--- src/rtl/rvvi_stream_pkg.sv ---
// Shared types and helpers for the RVVI retire-event stream.
// Event fields are sized for the widest supported ILEN/XLEN (64) and zero-extended.
package rvvi_stream_pkg;

  localparam int MAX_RETIRE = 4;
  localparam int SLOT_W     = 3;
  localparam int MAX_ILEN   = 64;
  localparam int MAX_XLEN   = 64;

  typedef struct packed {
    logic [63:0]         order;
    logic [MAX_ILEN-1:0] insn;
    logic [MAX_XLEN-1:0] pc;
    logic                trap;
    logic [1:0]          mode;
    logic                order_err;
  } rvvi_event_t;

  function automatic logic [SLOT_W-1:0] popcount(input logic [MAX_RETIRE-1:0] v);
    logic [SLOT_W-1:0] c;
    c = 3'd0;
    for (int i = 0; i < MAX_RETIRE; i++) begin
      c = c + {2'b00, v[i]};
    end
    return c;
  endfunction

endpackage

--- src/rtl/rvvi_lane_compactor.sv ---
// Prefix-sum over the per-lane valid bits: gives each valid lane its slot
// offset from the write pointer, and the number of valid lanes.
module rvvi_lane_compactor
  import rvvi_stream_pkg::*;
#(
  parameter int RETIRE = 2
) (
  input  logic [RETIRE-1:0]             valid,
  output logic [RETIRE-1:0][SLOT_W-1:0] offset,
  output logic [SLOT_W-1:0]             count
);

  // running slot offset per lane and total valid count
  always_comb begin
    logic [SLOT_W-1:0] acc;
    acc = 3'd0;
    for (int i = 0; i < RETIRE; i++) begin
      offset[i] = acc;
      acc       = acc + {2'b00, valid[i]};
    end
    count = popcount(MAX_RETIRE'(valid));
  end

endmodule

--- src/rtl/rvvi_retire_serializer.sv ---
// Compacts one hart's RVVI retire lanes into a FIFO and replays them one per
// cycle; the trace cannot stall, so groups that do not fit are dropped whole.
module rvvi_retire_serializer
  import rvvi_stream_pkg::*;
#(
  parameter int          ILEN        = 32,
  parameter int          XLEN        = 32,
  parameter int          RETIRE      = 2,
  parameter int          DEPTH       = 8,
  parameter logic [63:0] FIRST_ORDER = 64'd1
) (
  input  logic                       clk,
  input  logic                       reset,
  input  logic [RETIRE-1:0]          in_valid,
  input  logic [RETIRE*64-1:0]       in_order,
  input  logic [RETIRE*ILEN-1:0]     in_insn,
  input  logic [RETIRE*XLEN-1:0]     in_pc,
  input  logic [RETIRE-1:0]          in_trap,
  input  logic [RETIRE*2-1:0]        in_mode,
  output logic                       in_ready,
  output logic                       out_valid,
  input  logic                       out_ready,
  output logic [63:0]                out_order,
  output logic [ILEN-1:0]            out_insn,
  output logic [XLEN-1:0]            out_pc,
  output logic                       out_trap,
  output logic [1:0]                 out_mode,
  output logic                       out_order_err,
  output logic [$clog2(DEPTH+1)-1:0] level,
  output logic [31:0]                drop_count,
  output logic                       overflow
);

  localparam int LW = $clog2(DEPTH + 1);
  localparam int PW = $clog2(DEPTH);

  rvvi_event_t mem [DEPTH];

  logic [PW-1:0]  wptr_r;
  logic [PW-1:0]  rptr_r;
  logic [LW-1:0]  level_r;
  logic [63:0]    expected_r;
  logic [31:0]    drop_count_r;
  logic           overflow_r;

  logic [RETIRE-1:0][SLOT_W-1:0] offset_s;
  logic [SLOT_W-1:0]             count_s;
  logic [LW-1:0]                 free_s;
  logic                          accept_s;
  logic                          pop_s;
  logic [LW-1:0]                 level_next_s;
  logic [32:0]                   drop_sum_s;
  logic [63:0]                   exp_next_s;
  rvvi_event_t                   lane_ev_s [RETIRE];
  rvvi_event_t                   head_s;

  rvvi_lane_compactor #(.RETIRE(RETIRE)) u_compactor (
    .valid  (in_valid),
    .offset (offset_s),
    .count  (count_s)
  );

  // admission uses the level at cycle start; a same-cycle pop frees nothing
  always_comb begin
    free_s       = LW'(DEPTH) - level_r;
    accept_s     = (32'(count_s) <= 32'(free_s));
    pop_s        = (level_r != {LW{1'b0}}) && out_ready;
    drop_sum_s   = {1'b0, drop_count_r} + 33'(count_s);
    if (accept_s) begin
      level_next_s = level_r + LW'(count_s) - LW'(pop_s);
    end else begin
      level_next_s = level_r - LW'(pop_s);
    end
  end

  // order check resyncs after every valid lane, accepted or dropped
  always_comb begin
    logic [63:0] exp_v;
    exp_v = expected_r;
    for (int i = 0; i < RETIRE; i++) begin
      lane_ev_s[i].order = in_order[i*64 +: 64];
      lane_ev_s[i].insn  = MAX_ILEN'(in_insn[i*ILEN +: ILEN]);
      lane_ev_s[i].pc    = MAX_XLEN'(in_pc[i*XLEN +: XLEN]);
      lane_ev_s[i].trap  = in_trap[i];
      lane_ev_s[i].mode  = in_mode[i*2 +: 2];
      if (in_valid[i]) begin
        lane_ev_s[i].order_err = (in_order[i*64 +: 64] != exp_v);
        exp_v                  = in_order[i*64 +: 64] + 64'd1;
      end else begin
        lane_ev_s[i].order_err = 1'b0;
      end
    end
    exp_next_s = exp_v;
  end

  // FIFO storage: valid lanes land at consecutive slots from wptr
  always_ff @(posedge clk) begin
    for (int i = 0; i < RETIRE; i++) begin
      if (!reset && accept_s && in_valid[i]) begin
        mem[wptr_r + PW'(offset_s[i])] <= lane_ev_s[i];
      end
    end
  end

  // pointers, occupancy, order tracking and drop accounting
  always_ff @(posedge clk) begin
    if (reset) begin
      wptr_r       <= {PW{1'b0}};
      rptr_r       <= {PW{1'b0}};
      level_r      <= {LW{1'b0}};
      expected_r   <= FIRST_ORDER;
      drop_count_r <= 32'd0;
      overflow_r   <= 1'b0;
    end else begin
      expected_r <= exp_next_s;
      level_r    <= level_next_s;
      if (pop_s) begin
        rptr_r <= rptr_r + PW'(1);
      end
      if (accept_s) begin
        wptr_r <= wptr_r + PW'(count_s);
      end else begin
        overflow_r   <= 1'b1;
        drop_count_r <= drop_sum_s[32] ? 32'hFFFF_FFFF : drop_sum_s[31:0];
      end
    end
  end

  // head fields read as zero while the FIFO is empty
  always_comb begin
    if (level_r != {LW{1'b0}}) begin
      head_s = mem[rptr_r];
    end else begin
      head_s = '0;
    end
  end

  assign out_valid     = (level_r != {LW{1'b0}});
  assign in_ready      = (32'(free_s) >= 32'(RETIRE));
  assign out_order     = head_s.order;
  assign out_insn      = head_s.insn[ILEN-1:0];
  assign out_pc        = head_s.pc[XLEN-1:0];
  assign out_trap      = head_s.trap;
  assign out_mode      = head_s.mode;
  assign out_order_err = head_s.order_err;
  assign level         = level_r;
  assign drop_count    = drop_count_r;
  assign overflow      = overflow_r;

endmodule
--- config.mk ---
export PLATFORM = sky130hd
export DESIGN_NAME = rvvi_retire_serializer
export DESIGN_NICKNAME = d
export VERILOG_FILES = /design/src/rtl/rvvi_stream_pkg.sv /design/src/rtl/rvvi_lane_compactor.sv /design/src/rtl/rvvi_retire_serializer.sv
export SDC_FILE = /design/constraint.sdc
export NUM_CORES = 2
export LEC_CHECK = 0
export BUFFER_PORTS_ARGS = -buffer_cell sky130_fd_sc_hd__buf_2
export CORE_MARGIN = 1
export CORE_UTILIZATION = 55
export DETAILED_ROUTE_END_ITERATION = 7
export GPL_TIMING_DRIVEN = 0
export PLACE_DENSITY = 0.75
export SLEW_MARGIN = 5
export SYNTH_ARGS = -nofsm -noshare
export SYNTH_HDL_FRONTEND = slang
export SYNTH_HIERARCHICAL = 1
export SYNTH_SLANG_ARGS = --single-unit
--- constraint.sdc ---
create_clock -name clk -period 17.28 [get_ports clk]
set_input_delay 0.864 -clock clk [delete_from_list [all_inputs] [get_ports clk]]
set_output_delay 0.864 -clock clk [all_outputs]
set_load 0.01 [all_outputs]
Yosys cells after proc, flatten, opt, wreduce, memory -nomap -nowiden
Memories as Yosys holds them, arrays and structs flattened. A register that Yosys moved wholly into a read port is not among the register bits.
Cells that the tools add are included.
{ "totals": {"register_bits": 107, "latchBits": 0, "ram_bits": 1056, "romBits": 0, "in_bits": 267, "output_inout_bits": 171, "wordCells": 41, "mem_count": 1} }
{ "classes": {"n_addsub": 11, "n_mul": 0, "div": 0, "magnitude_cmp": 2, "n_eq_ne": 2, "n_shift": 0, "muxes": 13, "n_bitwise": 0, "n_reduce_logical": 6} }
{ "mem_list": {"columns": ["memory", "words", "width", "read_ports", "rd_ports_with_merged_regs", "wr", "line", "source"], "rows": [
  ["mem", 8, 132, 1, 1, 2, "rvvi_retire_serializer.sv:37", "rvvi_event_t mem [DEPTH];"]
]} }
{ "op_table": {"columns": ["operator", "count"], "rows": [
  ["196-bit two-way mux", 1],
  ["64-bit by 1-bit adder with 64-bit output, second input constant", 2],
  ["64-bit two-way mux", 2],
  ["64-bit inequality test", 2],
  ["32-bit by 3-bit adder with 33-bit output", 1],
  ["32-bit two-way mux", 1],
  ["4-bit by 1-bit subtractor with 4-bit output", 2],
  ["1-bit two-way mux", 6],
  ["3-bit two-way mux", 2],
  ["4-bit by 3-bit adder with 4-bit output", 1],
  ["4-bit by 2-bit greater-or-equal comparator with 1-bit output, second input constant", 1],
  ["3-bit by 4-bit <= comparator with 1-bit output", 1],
  ["1-bit logical AND", 4],
  ["4-bit two-way mux", 1],
  ["4-bit nonzero test", 1],
  ["4-bit subtractor, first input constant", 1],
  ["3-bit by 1-bit adder with 3-bit output", 1],
  ["3-bit by 1-bit adder with 3-bit output, second input constant", 1],
  ["3-bit adder", 1],
  ["1-bit by 1-bit adder with 2-bit output", 1],
  ["1-bit zero test", 1]
]} }

Depth between registers and ports, before layout
{ "depth": {"depth_word": 6, "mapped_depth": 17, "mapped_depth_nobuf": 13} }

By module
Netlist, hierarchy kept.
{ "modules_own_cells": {"columns": ["module", "n_inst", "cells_each", "area_each_um2", "seq_area_each_um2"], "rows": [
  ["rvvi_retire_serializer", 1, 4744, 64499.4, 33912.5],
  ["rvvi_lane_compactor", 1, 9, 68.8, 0.0]
]} }

Worst setup path before layout
No wires, ideal clock.
{ "synth_timing": {"path_kind": "in2reg", "startpoint": "in in_valid[0]", "endpoint": "mem mem[0][0] (netlist bit), enable pin", "setup_time_ns": 0.818, "arrival_ns": 12.475, "required_ns": 16.462, "path_slack_ns": 3.988, "stages": 8, "path_buffers": 6, "path_cell_list": "clkbuf_1 > clkbuf_1 > clkbuf_1 > clkbuf_1 > buf_1 > clkbuf_1 > nand3_1 > o31ai_1"} }
{ "synth_lines": {"columns": ["item", "line", "source"], "rows": [
  ["start: declaration", "rvvi_retire_serializer.sv:14", "input logic [RETIRE-1:0] in_valid,"],
  ["end: declaration", "rvvi_retire_serializer.sv:37", null]
]} }

==> out/qor.yml <==
yosys:
  syn_inst: 4753
  synth_area_um2: 64600
  ys_seq_area_share_pct: 52.5
  ys_ff_latch: 1166
  synth-edff-count: 1056
  synthFlopType: "edfxtp_1"
  async_flop_share_pct: 0
  synth_warnings: 6
  synth_cell_types: 87
  syn_area_per_cell_um2: 13.6
placed_design:
  dp_hpwl_um: 178000
  place_area_um2: 70000
  io_buffers: 384
  gp_congestion: 1.09
  place_inst: 6736
floorplan:
  rows: 125
  die_h_um: 345
  die_w_um: 345
  io_pins: 438
  die_area_um2: 119000
  core_area_um2: 116000
  start_util_pct: 55.5
run_status:
  status: "finished with violations"
  failed_checks: "max-capacitance violations, max-slew violations"
grt:
  grt_usage_pct: 41.2
  grt_pass1_wl_um: 344000
  grt_max_degree: 22
  globalRouteOverflowTotal: 0
  antenna_found_initial: 36
  grt_pass1_vias: 45900
setup_path:
  cp_max_fo: 13
  cp.depth: 13
  r2r_slack_ns: 10.75
  max_stage_delay_ns: 1.01
  r2r-start: "level[0]"
  r2r_end: "mem[5][88]"
  startpoint_type: "input pin"
  critPathKind: "input pin to flop"
  critPathTopFamily: "buffers and inverters"
  r2r_cells: 18
  cp.buffers_inverters: 11
  path_cells: "buf_2 -> clkbuf_1 -> clkbuf_1 -> clkbuf_1 -> clkbuf_1 -> buf_1 -> clkbuf_1 -> nand3_1 -> o31ai_4 -> buf_16 -> buf_8 -> buf_8 -> buf_8"
  endpoint_kind: "flop"
  cpMaxStageDelayCell: "o31ai_4"
  critPathArrivalTime_ns: 8.85
  cp.required_ns: 17.70
  path_common_cell: "clkbuf_1"
worst_hold_path:
  hold_depth: 2
  hold_path_startpoint: "overflow"
  hp-class: "flop to flop"
  hold_path_end: "overflow"
timing:
  hold_slack_ns: 0.480
  layout_min_cycle_time_ns: 8.43
  slew_headroom_pct: -3.54
  worst_pin_slew_ns: 1.55
  drv_slew: 11
  hold_viol: 0
  rsz0062_at_grt: "no"
  fin_crit_sh_pct: 48.8
  setup_viol: 0
  finClkSkew_ns: 0.0381
  fmax_ghz: 0.119
power_and_ir_drop:
  ir_drop_mv: 0.107
  p_per_area_nw_per_um2: 129
  p_leak_nw: 24.5
  total_power_w: 0.00949
cts:
  cts.htree.levels: 3
  post-cts-setup-buffer-count: 0
  cts.repair.resized: 0
  clock_latency_ns: 0.73
  cts_sinks: 1166
  cts_tree: "built"
  cts.root.buffer_cell: "clkbuf_16"
  cts_hold_buf: 0
  ctsLongestPathBuffers: 3
  clkTransAtPathRegs_ns: 0.06
  cts_buffers: 120
detailed_routing:
  routed_wirelength_um: 248000
  drt-initial-drc-count: 6495
  route.met3.wl_um: 28000
  wire_per_inst_um: 35.5
  routed.top_layer: "met5"
  wl_met2_um: 114000
  viasPerCell: 6.76
  vias: 47200
  drc: 0
  postRouteAntennaNets: 0
  met1_length_um: 94200
  dr.pass1.iters: 7
cells_and_area:
  final_area_um2: 73800
  finalNonFillerCells: 6982
  fillers: 8823
  area_delta_synth_final_pct: 14.2
  finalNetCount: 5629
  drive_gt1_share_pct: 36.4
flow_run:
  cap_violations: 1
[registers in the layout, summed over array words and instances (netlist names), named ones only]
| signal | cells |
|---|---|
| mem | 1056 |
| expected_r | 64 |
| drop_count | 32 |
| level | 4 |
| rptr_r | 3 |
| wptr_r | 3 |
| overflow | 1 |
[metrics by stage]
stage / TNS (ns) / worst slack [ns] / util [%]
after floorplan: 0 / 3.99 / -
after global placement: -6858.64 / -10.69 / 58.8
after detailed placement: 0 / 8.72 / 60.2
after CTS: 0 / 9.55 / 63.3
after global routing: 0 / 9.33 / 63.3
final: 0 / 8.85 / 63.4
[cell type report]
class | instances | area [um2] | area share, %
Sequential cell | 1166 | 33900 | 46.0
Clock buffer | 148 | 3110 | 4.21
Tap cell | 1524 | 1910 | 2.59
Clock inverter | 67 | 534 | 0.724
Antenna cell | 31 | 77.6 | 0.105
Inverter | 57 | 214 | 0.290
Buffer | 462 | 1910 | 2.59
Timing Repair Buffer | 454 | 3400 | 4.61
Multi-Input combinational cell | 3073 | 28700 | 38.9
[metal layers]
layer / up-vias / global-route usage (%)
met3: 570 / 9.54
met4: 24 / 17.3
li1: 19500 / -
met2: 3134 / 64.1
met5: - / 0
met1: 24000 / 55.7
[cells in the mapped netlist, drive strengths merged (5+ instances only)]
library cell / n / area [um2]
nor2: 324 / 1220
xor2: 155 / 1370
mux4: 264 / 5950
dfxtp: 110 / 2200
or4: 24 / 184
nor3: 59 / 295
or3: 26 / 163
nor3b: 5 / 37.5
edfxtp: 1056 / 31700
o211ai: 6 / 45.0
a211oi: 69 / 518
ha: 23 / 288
a21o: 5 / 37.5
o21ai: 140 / 704
o21a: 6 / 45.0
fa: 5 / 100
a31oi: 15 / 93.8
nand4: 71 / 478
xnor2: 120 / 1050
nor4b: 7 / 82.6
buf: 176 / 815
nand2: 205 / 769
and2: 12 / 75.1
nand3: 70 / 355
a21oi: 97 / 485
a311oi: 15 / 131
inv: 55 / 206
and4: 21 / 184
o22ai: 13 / 81.3
nor4: 62 / 440
nand2b: 14 / 87.6
clkbuf: 286 / 1070
and3: 31 / 194
o2111ai: 6 / 52.6
o31ai: 6 / 45.0
mux2: 958 / 10800
nor2b: 16 / 100
mux2i: 148 / 1480
[cell usage in the layout, fill, tap and decap left out, types with 17 or more instances in the layout]
cell	n
a211oi_1	69
a21oi_1	97
and3_1	31
and4_1	21
buf_1	92
buf_12	29
buf_16	23
buf_2	450
buf_4	18
buf_8	17
clkbuf_1	298
clkbuf_16	120
clkinv_1	29
dfxtp_1	110
diode_2	31
edfxtp_1	1056
ha_1	23
inv_1	55
mux2_2	958
mux2i_1	148
mux4_2	264
nand2_1	205
nand3_1	69
nand4_1	67
nor2_1	324
nor3_1	59
nor4_1	52
o21ai_0	136
or3_1	26
or4_1	23
xnor2_1	120
xor2_1	154
[kinds of logic after synthesis]
kind of cell	synth area share, %
xor gates and xnor gates	3.74
other	0.00581
AOI/OAI and AO/OA	4.18
adders and majority gates	0.601
buffers and inverters	3.26
DFF	52.5
and+or+nand+nor	7.48
muxes	28.2
[how the worst max path moves through the flow]
stage	from	endpoint	slack, ns
after global routing	in_valid[0]	mem[0][47]	9.33
final	in_valid[0]	mem[0][39]	8.85
after CTS	in_valid[0]	mem[0][39]	9.55
after detailed placement	in_valid[0]	mem[0][50]	8.72
after floorplan	in_valid[0]	mem[0][0]	3.99
after global placement	in_valid[0]	mem[0][94]	-10.69
[worst min-delay path, cell delays in order, from the launching register on]
cell,delay [ns]
dfxtp_1,0.33
nor2_1,0.05
nor2_1,0.07
[where the power goes]
group | internal, W | total (W) | switching, W
sequential | 0.00366 | 0.00379 | 0.000128
combinational | 0.00131 | 0.00320 | 0.00190
clock | 0.00135 | 0.00250 | 0.00115
total | 0.00632 | 0.00949 | 0.00318
Power figures use the tool's default switching activity.
